<file path="src/rtl/uart_receiver.sv">
// uart_receiver: 8N1 serial receiver exposing one read-only data/status word on the
// mem_* slave bus. Holds the last received byte plus valid, overrun and framing flags.
module uart_receiver #(
    parameter int CLK_DIVIDER_BIT = 173
) (
    input  logic        clock,
    input  logic        reset,
    input  logic        mem_valid,
    input  logic        mem_instr,
    input  logic [31:0] mem_addr,
    input  logic [31:0] mem_wdata,
    input  logic [3:0]  mem_wstrb,
    output logic [31:0] mem_rdata,
    output logic        mem_ready,
    input  logic        uart_rx
);

    localparam int CNT_W = $clog2(CLK_DIVIDER_BIT);
    localparam logic [CNT_W-1:0] CNT_LAST = CNT_W'(CLK_DIVIDER_BIT - 1);
    localparam logic [CNT_W-1:0] CNT_MID  = CNT_W'(CLK_DIVIDER_BIT / 2 - 1);

    localparam logic [1:0] IDLE  = 2'd0;
    localparam logic [1:0] START = 2'd1;
    localparam logic [1:0] DATA  = 2'd2;
    localparam logic [1:0] STOP  = 2'd3;

    logic [1:0]       state;
    logic [CNT_W-1:0] cnt;
    logic [2:0]       bit_idx;
    logic [7:0]       shreg;
    logic             rx_meta;
    logic             rxs;

    logic [7:0]       data;
    logic             valid;
    logic             overrun;
    logic             frame_err;

    logic             rd_req;
    logic             at_bit_end;
    logic             byte_done;
    logic             frame_bad;
    logic             unused_bus;

    // Address, write data and the fetch flag carry no meaning for this register.
    assign unused_bus = ^{mem_instr, mem_addr, mem_wdata};

    assign rd_req     = mem_valid && (mem_wstrb == 4'b0000);
    assign at_bit_end = (cnt == CNT_LAST);
    assign byte_done  = (state == STOP) && at_bit_end && rxs;
    assign frame_bad  = (state == STOP) && at_bit_end && !rxs;

    // Two-flop synchroniser followed by the bit-timing state machine. The start bit is
    // re-checked at its middle, after which every sample lands mid-bit.
    always_ff @(posedge clock) begin
        if (reset) begin
            rx_meta <= 1'b1;
            rxs     <= 1'b1;
            state   <= IDLE;
            cnt     <= '0;
            bit_idx <= 3'd0;
            shreg   <= 8'h00;
        end else begin
            rx_meta <= uart_rx;
            rxs     <= rx_meta;
            case (state)
                IDLE: begin
                    if (!rxs) begin
                        state <= START;
                        cnt   <= '0;
                    end
                end
                START: begin
                    if (cnt == CNT_MID) begin
                        cnt <= '0;
                        if (!rxs) begin
                            state   <= DATA;
                            bit_idx <= 3'd0;
                        end else begin
                            state <= IDLE;
                        end
                    end else begin
                        cnt <= cnt + 1'b1;
                    end
                end
                DATA: begin
                    if (at_bit_end) begin
                        shreg   <= {rxs, shreg[7:1]};
                        cnt     <= '0;
                        bit_idx <= bit_idx + 3'd1;
                        if (bit_idx == 3'd7) begin
                            state <= STOP;
                        end
                    end else begin
                        cnt <= cnt + 1'b1;
                    end
                end
                STOP: begin
                    // Leaving at mid-stop-bit gives half a bit of slack for the next start edge.
                    if (at_bit_end) begin
                        state <= IDLE;
                        cnt   <= '0;
                    end else begin
                        cnt <= cnt + 1'b1;
                    end
                end
                default: begin
                    state <= IDLE;
                    cnt   <= '0;
                end
            endcase
        end
    end

    // Bus response and flag bookkeeping. A completing frame wins over a same-cycle read
    // clear, and the read itself still returns the contents from before the update.
    // The byte field reads as zero whenever no unread byte is held.
    always_ff @(posedge clock) begin
        if (reset) begin
            mem_ready <= 1'b0;
            mem_rdata <= 32'd0;
            data      <= 8'h00;
            valid     <= 1'b0;
            overrun   <= 1'b0;
            frame_err <= 1'b0;
        end else begin
            mem_ready <= mem_valid;
            mem_rdata <= rd_req ? {21'd0, frame_err, overrun, valid, (valid ? data : 8'h00)}
                                : 32'd0;

            if (byte_done) begin
                data  <= shreg;
                valid <= 1'b1;
            end else if (rd_req) begin
                valid <= 1'b0;
            end

            if (byte_done && valid && !rd_req) begin
                overrun <= 1'b1;
            end else if (rd_req) begin
                overrun <= 1'b0;
            end

            if (frame_bad) begin
                frame_err <= 1'b1;
            end else if (rd_req) begin
                frame_err <= 1'b0;
            end
        end
    end

endmodule

</file>
<file path="config.mk">
export PLATFORM = sky130hd
export DESIGN_NAME = uart_receiver
export DESIGN_NICKNAME = d
export VERILOG_FILES = /design/src/rtl/uart_receiver.sv
export SDC_FILE = /design/constraint.sdc
export NUM_CORES = 1
export LEC_CHECK = 0
export ABC_CLOCK_PERIOD_IN_PS = 2300
export BUFFER_PORTS_ARGS = -buffer_cell sky130_fd_sc_hd__buf_2
export CORE_ASPECT_RATIO = 1.4
export CORE_MARGIN = 2
export CORE_UTILIZATION = 46
export CTS_BUF_LIST = sky130_fd_sc_hd__clkbuf_8
export DETAILED_ROUTE_END_ITERATION = 12
export PLACE_DENSITY = 0.85
export SETUP_SLACK_MARGIN = 0.1
export SLEW_MARGIN = 15
export SYNTH_ARGS = -nofsm -noshare
export SYNTH_HDL_FRONTEND = slang
export SYNTH_SLANG_ARGS = --single-unit
</file>
<file path="constraint.sdc">
create_clock -name clock -period 2.3 [get_ports clock]
set_input_delay 0.575 -clock clock [delete_from_list [all_inputs] [get_ports clock]]
set_output_delay 0.575 -clock clock [all_outputs]
set_load 0.005 [all_outputs]
</file>
==> results <==
- The run finished with clean final reports.
- The post-route netlist has 15.57% of its cells at a drive strength greater than 1.
- In this run the number of cells on the critical path is 6.
- The number of synthesis warnings is 0.
- Broken down by cell family, the worst path's largest delay share belongs to compound AO/OA/AOI/OAI gates.
- The path type of the worst setup path is reg2reg.
- TritonCTS created 5 clock buffers.
- The final count of negative-setup-slack endpoints is 0.
- Derived from the worst setup path, the maximum achievable clock frequency is 537.6 MHz.
- The number of standard cells after synthesis is 228.
- The DRC marker count from the first detailed-route iteration is 39.
- The clock-pin slew on the worst setup and hold paths is 0.08 ns.
- The adder-cell share of the synthesized area is 3.098%.
- Dividing the detail-routed wire length by the instance count gives 10.39 µm.
- In this run the worst path has a maximum fanout of 10.
- Global routing used 4.361% of the available met3 tracks.
- The net count of the finished layout is 321.
- The number of gates given a new drive strength after cts is 0.
- The count of hold buffers inserted by post-cts repair is 0.
- The actual transition at the worst max-transition pin is 0.6083 ns.
- The portion of the clock cycle consumed by the worst path in the final layout is 80.88%.
- For this run, the leading register cell type out of synthesis is dfxtp_1.
- The worst slack on hold paths is 0.4140 ns.
- Across the VDD grid, the largest voltage drop is 429.2 µV.
- The tightest min-delay check is of the reg2reg type.
- The critical path starts at cnt[1]$_SDFFE_PP0P_.
- In this run the number of H-tree levels came out at 2.
- The share of the yosys chip area belonging to registers is 45.60%.
- The final-report hold violation count is 0.
- The first global-routing pass estimated 5285 µm of wire.
- Power spread over the standard cell area amounts to 623.0 nW/µm².
- The clock share of power is 36.1%.
- Counting flops and latches in the post-synthesis netlist gives 46.
- The number of global-route vias before repair is 1259.
- For this run, the number of standard cells in the final layout without fillers is 304.
- Of the total synthesized cell area, the portion taken by AND, OR, NAND and NOR gates is 24.54%.
- The mean instance size in the synthesized netlist is 8.857 µm².
- After detailed routing, the number of vias per cell comes to 4.993.
- For this run the aggregate overflow at the end of global routing stands at 0.
- The peak-usage layer in the global routing report is met2.
- On the final layout, the worst clock skew is 0.005787 ns.
- The part of the total power dissipated in combinational logic is 3.8%.
- The effective utilization at floorplan is 47.64%.
- TritonCTS built the clock tree.
- The later pin in the worst-skew pair is clocked with a latency of 0.30 ns.
- The minimum setup slack in the final design is 0.4399 ns.
- The path depth of the worst reg2reg path is 6.
- The mux share of post-synthesis cell area is 3.965%.
- The internal power contribution is 0.001030 W.
- The floorplan step set the die width to 60.00 µm.
- For met2 alone, demand over resource in global routing was 24.35%.
- The worst slack at placement is 0.4430 ns.
- The number of buffers and inverters on the critical path is 1.
- The synthesized design contains 0 enable-type register cells.
- For this run, asynchronously set or reset flops after synthesis account for 0%.
- Headroom to the max-slew limit came out at 59.37%.
- The sequential fraction of design power is 60.1%.
- The largest net degree at the start of global routing is 21.
- For this block, the routed nets add up to 3158 µm of wire.
- The number of optimization iterations in the first detailed-route pass is 4.
- Including well taps, the total number of placed cells is 296.
- The total die area is 4943 µm².
- Post-CTS timing repair inserted 0 buffers for setup.
- The row count is 28.
- In this run the power spent charging and discharging nets is 0.0003109 W.
- Leaving out fill and tap cells, the most frequent cell in the layout is dfxtp_1.
- The endpoint of the worst setup timing path is cnt[7]$_SDFFE_PP0P_.
- The final weighted congestion in routability-driven placement is 0.8938.
- The switching power as a share of total power is 23.19%.
- The final antenna-violating net count is 0.
- The count of pins over their slew limit is 0.
- The xor/xnor share of the synthesized area is 0%.
- The total routing usage reported by global routing is 14.08%.
- The compound-cell area share of the yosys netlist is 10.72%.
- The clock net sink count is 46.
- The total negative slack for setup checks is 0 ns.
- The final standard cell utilization of the core is 50.77%.
- The number of design rule violations left after detail routing is 0.
- The time the worst path needs with I/O delays and setup is 1.860 ns.
- Global routing consumed, on the met1 layer, 14.88% of the routing resources.
- The peak per-stage delay on the critical path is 0.53 ns.
- The clock root buffer is clkbuf_8.
- The number of antenna violations at the first check in global routing is 0.
- The tool flagged a number of max-cap violations equal to 0.
- The floorplan step defined a core boundary enclosing 4239 µm².
- In this run the critical register-to-register path is launched from cnt[1]$_SDFFE_PP0P_.
- The detailed router placed 1518 vias in this run.
- The HPWL after detailed placement is 2177 µm.
- The combined area of all synthesized cells is 2019 µm².
- From synthesis to final layout, the design area changed by 6.567%.
- Traced cell by cell, the critical path runs through inv_1 -> ha_1 -> and4b_2 -> a211oi_2 -> o221ai_1 -> a31oi_1.
- The leakage power of the design is 0.9093 nW.
- The critical register-to-register path endpoint is cnt[7]$_SDFFE_PP0P_.
- 0 antenna diodes ended up in the layout.
- The die is 82.40 µm tall.
- The endpoint required time on the critical path is 2.53 ns.
- Counting distinct cell types in the post-synthesis netlist gives 40.
- The worst setup path is captured at a flop.
- Data arrives at the worst endpoint at 2.09 ns.
- STA classifies the critical path startpoint as a flop.
- Setup repair after global routing left no endpoint under its margin.
- In the layout the commonest cells are dfxtp_1 (46), nand2_1 (31), conb_1 (21).
- The number of placed I/O pins is 106.
- Port buffering added 19 buffers.
- The dominant combinational cell family by area after synthesis is simple AND/OR/NAND/NOR gates.
- The clock tree buffer depth is 2.
- The slack of the worst reg-to-reg path is 0.44 ns.
- On the critical path, the stage with the largest delay is an instance of a211oi_2.
-- worst register-to-register path: stages (launching register included) --
cell	delay (ns)
dfxtp_1	0.41
inv_1	0.09
ha_1	0.18
and4b_2	0.23
a211oi_2	0.53
o221ai_1	0.21
a31oi_1	0.15
-- cell type report --
cell class                      instances  area (µm²)
Sequential cell                        46       920.9
Multi-Input combinational cell        164       933.4
Fill cell                             399        2087
Clock buffer                            5       68.82
Timing Repair Buffer                   22       117.6
Tap cell                               60       75.07
Inverter                                4       15.01
Clock inverter                          3       21.27
-- worst min-delay path by stage --
| stage | endpoint | startpoint | slack (ns) | cells past startpoint |
|---|---|---|---|---|
| floorplan | rxs$_SDFF_PP1_ | rx_meta$_SDFF_PP1_ | 0.39 | 1 |
| global placement | rxs$_SDFF_PP1_ | rx_meta$_SDFF_PP1_ | 0.39 | 1 |
| detailed placement | rxs$_SDFF_PP1_ | rx_meta$_SDFF_PP1_ | 0.39 | 1 |
| CTS | rxs$_SDFF_PP1_ | rx_meta$_SDFF_PP1_ | 0.41 | 1 |
| global route | rxs$_SDFF_PP1_ | rx_meta$_SDFF_PP1_ | 0.44 | 1 |
| finish | rxs$_SDFF_PP1_ | rx_meta$_SDFF_PP1_ | 0.41 | 1 |
-- cells by family (layout without fill, tap and decap cells) --
| kind of cell | count (synthesis) | count (layout) |
|---|---|---|
| multiplexers | 8 | 8 |
| buffers and inverters | 38 | 34 |
| AND/OR/NAND/NOR | 93 | 93 |
| flip-flops | 46 | 46 |
| adder cells (fa/ha/maj) | 5 | 5 |
| AO/OA/AOI/OAI | 37 | 37 |
| other | 1 | 21 |
-- synth_stat cells, types with 3 or more instances --
cell type   n  area share [%]
dfxtp_1    46              46
nand2_1    31             5.8
buf_4      21             7.8
a21oi_1    20             5.0
nor2_1     12             2.2
and2_1      9             2.8
nand3_1     9             2.2
clkbuf_1    8             1.5
mux2i_1     8             4.0
ha_1        5             3.1
o22ai_1     5             1.5
and3_1      4             1.2
nor2b_1     4             1.2
nor3_1      4            0.99
o21ai_0     4            0.99
buf_2       3            0.74
inv_1       3            0.56
nand4_1     3            0.93
nor3b_1     3             1.1
-- per-stage QoR --
stage | total power [W] | cell area [µm²]
after global placement | 0.0008737 | 2062
after floorplan | 0.0008835 | 2095
after CTS | 0.001356 | 2152
after global routing | 0.001405 | 2152
after detailed placement | 0.0008748 | 2062
final | 0.001341 | 2152
-- metal layers --
| layer | up-vias | wire [µm] |
|---|---|---|
| met5 | - | 0 |
| met4 | 0 | 72 |
| met3 | 7 | 162 |
| met2 | 42 | 1586 |
| met1 | 702 | 1336 |
| li1 | 767 | - |
-- flip-flops by register name, summed over array words and instances, names as in the netlist, named ones only --
signal,cells
mem_rdata,11
cnt,8
data,8
shreg,8
bit_idx,3
frame_err,1
mem_ready,1
overrun,1
rx_meta,1
rxs,1
state,1
valid,1
-- power groups by stage --
stage               combinational [W]  sequential [W]  clock [W]
floorplan                   0.0000598        0.000824          0
global placement            0.0000493        0.000824          0
detailed placement          0.0000501        0.000825          0
CTS                         0.0000498        0.000806   0.000500
global route                0.0000580        0.000807   0.000540
finish                      0.0000503        0.000806   0.000485
(Power assumes the default switching activity.)
